[config.mk]
export PLATFORM = sky130hd
export DESIGN_NAME = pwm_ds_demodulator
export DESIGN_NICKNAME = d
export VERILOG_FILES = /design/src/rtl/pwm_ds_demodulator.sv
export SDC_FILE = /design/constraint.sdc
export NUM_CORES = 1
export LEC_CHECK = 0
export ABC_AREA = 1
export CORE_ASPECT_RATIO = 1.1
export CORE_UTILIZATION = 36
export DETAILED_ROUTE_END_ITERATION = 8
export SLEW_MARGIN = 10
export SYNTH_ARGS = -nofsm -noshare
export SYNTH_HDL_FRONTEND = slang
export SYNTH_SLANG_ARGS = --single-unit
export TNS_END_PERCENT = 5
[constraint.sdc]
create_clock -name clk -period 2.2 [get_ports clk]
set_input_delay 0.33 -clock clk [delete_from_list [all_inputs] [get_ports clk]]
set_output_delay 0.33 -clock clk [all_outputs]
set_load 0.02 [all_outputs]
[src/rtl/pwm_ds_demodulator.sv]
// PWM delta-sigma receiver. It measures the high time in each PWM period of compare_max+1 cycles,
// boxcar-sums 2^DEC_LOG2 periods into one sample and offers that sample through a one-entry valid/ready buffer.
module pwm_ds_demodulator #(
    parameter int PWM_BITS    = 7,
    parameter int DEC_LOG2    = 4,
    parameter int SYNC_STAGES = 2
) (
    input  logic                         clk,
    input  logic                         rst_n,
    input  logic                         en,
    input  logic                         pwm_in,
    input  logic [PWM_BITS-1:0]          compare_max,
    output logic [PWM_BITS:0]            width_out,
    output logic                         width_valid,
    output logic [PWM_BITS+DEC_LOG2:0]   sample,
    output logic                         sample_valid,
    input  logic                         sample_ready,
    output logic                         overrun,
    input  logic                         clear_overrun
);

    localparam int OUT_BITS = PWM_BITS + 1 + DEC_LOG2;

    logic                  pwm_s;
    logic [PWM_BITS-1:0]   phase_p0;
    logic [PWM_BITS:0]     hi_cnt_p0;
    logic [DEC_LOG2-1:0]   win_cnt_p0;
    logic [OUT_BITS-1:0]   acc_p0;

    logic                  win_end_p0;
    logic                  last_win_p0;
    logic                  load_p0;
    logic                  drop_p0;
    logic [PWM_BITS:0]     w_p0;
    logic [OUT_BITS-1:0]   result_p0;

    function automatic logic [OUT_BITS-1:0] widen(input logic [PWM_BITS:0] x);
        return {{DEC_LOG2{1'b0}}, x};
    endfunction

    generate
        if (SYNC_STAGES == 0) begin : g_bypass
            assign pwm_s = pwm_in;
        end else begin : g_sync
            logic [SYNC_STAGES-1:0] sync_q;
            always_ff @(posedge clk or negedge rst_n) begin
                if (!rst_n) begin
                    sync_q <= '0;
                end else begin
                    sync_q[0] <= pwm_in;
                    for (int i = 1; i < SYNC_STAGES; i++) begin
                        sync_q[i] <= sync_q[i-1];
                    end
                end
            end
            assign pwm_s = sync_q[SYNC_STAGES-1];
        end
    endgenerate

    // Stage 0: window detection and period accumulation.
    // A ">=" compare lets a lowered compare_max terminate an overlong window on the next enabled cycle.
    assign win_end_p0  = en && (phase_p0 >= compare_max);
    assign w_p0        = hi_cnt_p0 + {{PWM_BITS{1'b0}}, pwm_s};
    assign last_win_p0 = (win_cnt_p0 == {DEC_LOG2{1'b1}});
    assign result_p0   = acc_p0 + widen(w_p0);
    assign load_p0     = win_end_p0 && last_win_p0;
    assign drop_p0     = load_p0 && sample_valid && !sample_ready;

    always_ff @(posedge clk or negedge rst_n) begin
        if (!rst_n) begin
            phase_p0   <= '0;
            hi_cnt_p0  <= '0;
            win_cnt_p0 <= '0;
            acc_p0     <= '0;
        end else if (en) begin
            if (win_end_p0) begin
                phase_p0  <= '0;
                hi_cnt_p0 <= '0;
                if (last_win_p0) begin
                    acc_p0     <= '0;
                    win_cnt_p0 <= '0;
                end else begin
                    acc_p0     <= result_p0;
                    win_cnt_p0 <= win_cnt_p0 + 1'b1;
                end
            end else begin
                phase_p0  <= phase_p0 + 1'b1;
                hi_cnt_p0 <= w_p0;
            end
        end
    end

    // Stage 1: width report and one-entry output buffer.
    // When the buffer is full and not being drained, the new result is dropped so that the held sample stays stable.
    always_ff @(posedge clk or negedge rst_n) begin
        if (!rst_n) begin
            width_out    <= '0;
            width_valid  <= 1'b0;
            sample       <= '0;
            sample_valid <= 1'b0;
            overrun      <= 1'b0;
        end else begin
            width_valid <= win_end_p0;
            if (win_end_p0) begin
                width_out <= w_p0;
            end

            if (load_p0) begin
                if (!sample_valid || sample_ready) begin
                    sample       <= result_p0;
                    sample_valid <= 1'b1;
                end
            end else if (sample_valid && sample_ready) begin
                sample_valid <= 1'b0;
            end

            if (drop_p0) begin
                overrun <= 1'b1;
            end else if (clear_overrun) begin
                overrun <= 1'b0;
            end
        end
    end

endmodule

==> impl_metrics.tcl <==
set metrics [dict create \
    status "complete, but fails checks" \
    violations "negative setup slack" \
    setup_viol 11 \
    worstRegToRegCells 10 \
    drive_gt1_frac 0.211 \
    die_h_um 99.9 \
    drv_slew 0 \
    rows 35 \
    synth.most_common_cell "nand2_1" \
    wl_met2_mm 3.37 \
    drt_iter0_markers 134 \
    fmax_ghz 0.437 \
    clk_latency_ns 0.32 \
    worst_slew_pin_slew_ns 0.635 \
    path_buf_inv 0 \
    fin_setup_tns_ns -0.558 \
    cts_made_buffers 5 \
    synth_top_cell_area_share 0.447 \
    slowest_delay_ns 0.41 \
    drt-met1-wl_mm 3.16 \
    hold_path.class "in2async" \
    synth_edf_count 0 \
    port_buffers 35 \
    synthesis.area_sq_um 3140 \
    cts_buffer_depth 2 \
    ys_seq_area_frac 0.447 \
    drc 0 \
    place.gp.congestion 0.824 \
    fp.dieArea_sq_um 9090 \
    routedWlPerCell_um 12.2 \
    cp_data_required_time_ns 2.46 \
    endpoint "sample[6]$_DFFE_PN0P_" \
    synth_ff_type "dfrtp_1" \
    path_class "reg2reg" \
    rr_endpoint "sample[6]$_DFFE_PN0P_" \
    r2r_start "hi_cnt_p0[0]$_DFFE_PN0P_" \
    crit_chain "ha_4 -> ha_4 -> xor2_1 -> ha_1 -> nand3b_1 -> nand2_2 -> a21oi_1 -> xor2_1 -> nand2_1 -> nand2_1" \
    area_delta_synth_final_pct 32.5 \
    drt-pass1-iter-count 4 \
    htreeDepth 2 \
    synth-seq-cells 56 \
    powerDensity_nw_per_um2 1010 \
    cp.depth 10 \
    grt_pass1_vias 2594 \
    slowest_stage "dfrtp_1" \
    tritoncts "built" \
    slew_headroom 0.577 \
    placed_cell_area_sq_um 3800 \
    synth_commonest_cells "153 x nand2_1, 56 x dfrtp_1, 48 x inv_1" \
    die_w_um 91 \
    num_vias 2605 \
    maxUsedRoutingLayer "met4" \
    wl_mm 6.95 \
    startpoint_type "register" \
    rsz0062_at_grt "true" \
    period_minus_slack_ns 2.29 \
    grt.overflow.total 0 \
    ios 36 \
    postCtsHoldBufs 0 \
    syn-num-nets 425 \
    initial_utilization 0.373 \
    grt_pass1_wl_mm 11.4 \
    track_usage 0.156 \
    clock_sinks 56 \
    cts_root_buffer "clkbuf_8" \
    multi_input_area_sq_um 1710 \
    avgSynthCellArea_sq_um 8.00 \
    vias_per_cell 4.56 \
    dp_hpwl_mm 4.98 \
    antenna_found_initial 0 \
    skew_ns 0.0143 \
    design_area_sq_um 4160 \
    syn_inst 392 \
    async_flop_share 1.00 \
    yosys_warnings 0 \
    max_cap_viol_count 0 \
    cp_max_fo 4 \
    place_ws_ns -0.203 \
    crit_start "hi_cnt_p0[0]$_DFFE_PN0P_" \
    synth_cell_types 30 \
    peakVddDrop_mv 0.421 \
    fin_crit_sh 1.04 \
    route.met3.wl_um 217 \
    final-hold-violation-count 0 \
    crit_family "adder cells" \
    core-area_sq_um 8410 \
    ant_nets 0 \
    fillers 828 \
    layout_setup_ws_ns -0.0895 \
    final-seq-area_sq_um 1400 \
    cp-end-kind "register" \
    r2r_setup_slack_ns -0.09 \
    grt_max_degree 31 \
    yosys-top-cells-area "dfrtp_1 45%, nand2_1 18%, ha_1 7.6%" \
    fin_nets 492 \
    total_leakage_power_uw 0.00214 \
    antenna_cells 0 \
    arrival_ns 2.55 \
    synth_area_leader_cell "dfrtp_1" \
    clk_pin_slew_ns 0.11 \
]
## cell type report
type                       instances  area share
clock inverter                     1     0.00181
timing repair buffer              67       0.151
clock buffer                       7      0.0208
sequential                        56       0.337
inverter                          49      0.0443
multi-input combinational        280       0.412
tap                              111      0.0334
## worst reg2reg max path, stage by stage (launching register included)
cell,delay (ns)
dfrtp_1,0.41
ha_4,0.19
ha_4,0.17
xor2_1,0.29
ha_1,0.33
nand3b_1,0.14
nand2_2,0.11
a21oi_1,0.17
xor2_1,0.27
nand2_1,0.10
nand2_1,0.07
## worst min path at each step
stage / startpoint / to / slack [ns] / cells after the start
global placement: g_sync.sync_q[0]$_DFF_PN0_ / g_sync.sync_q[1]$_DFF_PN0_ / 0.34 / 0
CTS: rst_n / acc_p0[9]$_DFFE_PN0P_ / 0.05 / 1
global route: rst_n / acc_p0[9]$_DFFE_PN0P_ / 0.07 / 1
floorplan: rst_n / acc_p0[0]$_DFFE_PN0P_ / 0.03 / 0
detailed placement: g_sync.sync_q[0]$_DFF_PN0_ / g_sync.sync_q[1]$_DFF_PN0_ / 0.34 / 0
finish: rst_n / sample[4]$_DFFE_PN0P_ / 0.02 / 1
## report_power, final
part           leakage [uW]  total [uW]  switching, uW  internal, uW
registers          0.000747        1550            267          1280
clock network     0.0000445         603            346           257
logic               0.00135        2030           1070           962
## cell families after synthesis
| kind of cell | Yosys count | synth area share |
|---|---|---|
| buffers and inverters | 56 | 0.0814 |
| AND/OR/NAND/NOR | 217 | 0.299 |
| AO/OA/AOI/OAI | 27 | 0.0463 |
| XOR/XNOR | 16 | 0.0447 |
| flip-flops | 56 | 0.447 |
| adder cells (fa/ha/maj) | 20 | 0.0822 |
## routing by layer
layer | global-route usage | vias up
met5 | 0 | -
met4 | 0.0635 | 0
met3 | 0.0303 | 13
met2 | 0.276 | 41
met1 | 0.187 | 1207
li1 | - | 1344
## cells in the final DEF, fill, tap and decap left out, types with 2 or more instances in the layout
cell,n
nand2_1,144
nand3_4,4
nor2_2,5
buf_4,28
xnor2_1,3
xor2_2,4
ha_1,13
nor2_1,15
buf_12,3
nand2_4,2
nand3_1,14
clkbuf_8,6
nor2_4,5
nand4_1,5
a21oi_2,4
a21oi_1,4
nand2_2,19
clkdlybuf4s50_1,34
inv_1,45
o21ai_0,12
inv_2,4
xor2_1,9
o21ai_1,3
dfrtp_1,56
ha_4,6
## state kept, by name (all words and copies together), names as in the netlist
signal         count
sample_valid       1
overrun            1
width_valid        1
g_sync.sync_q      2
acc_p0            12
width_out          8
sample            12
phase_p0           7
win_cnt_p0         4
hi_cnt_p0          8
## per-stage QoR
step                      hold WS, ns  power (uW)  utilization  instances
after floorplan                0.0344        2600            -        392
after global placement          0.336        3300        0.452        559
after detailed placement        0.341        3340        0.452        559
after CTS                      0.0522        4030        0.472        570
after global routing           0.0707        4510        0.494        571
final                          0.0234        4180        0.494        571
## what timing repair did
action	CTS	global route
pin swaps	9	22
buffers inserted	3	2
endpoints found under the setup margin	18	18
resized for setup	15	36
cloned	0	0
Power figures use the tool's default switching activity.
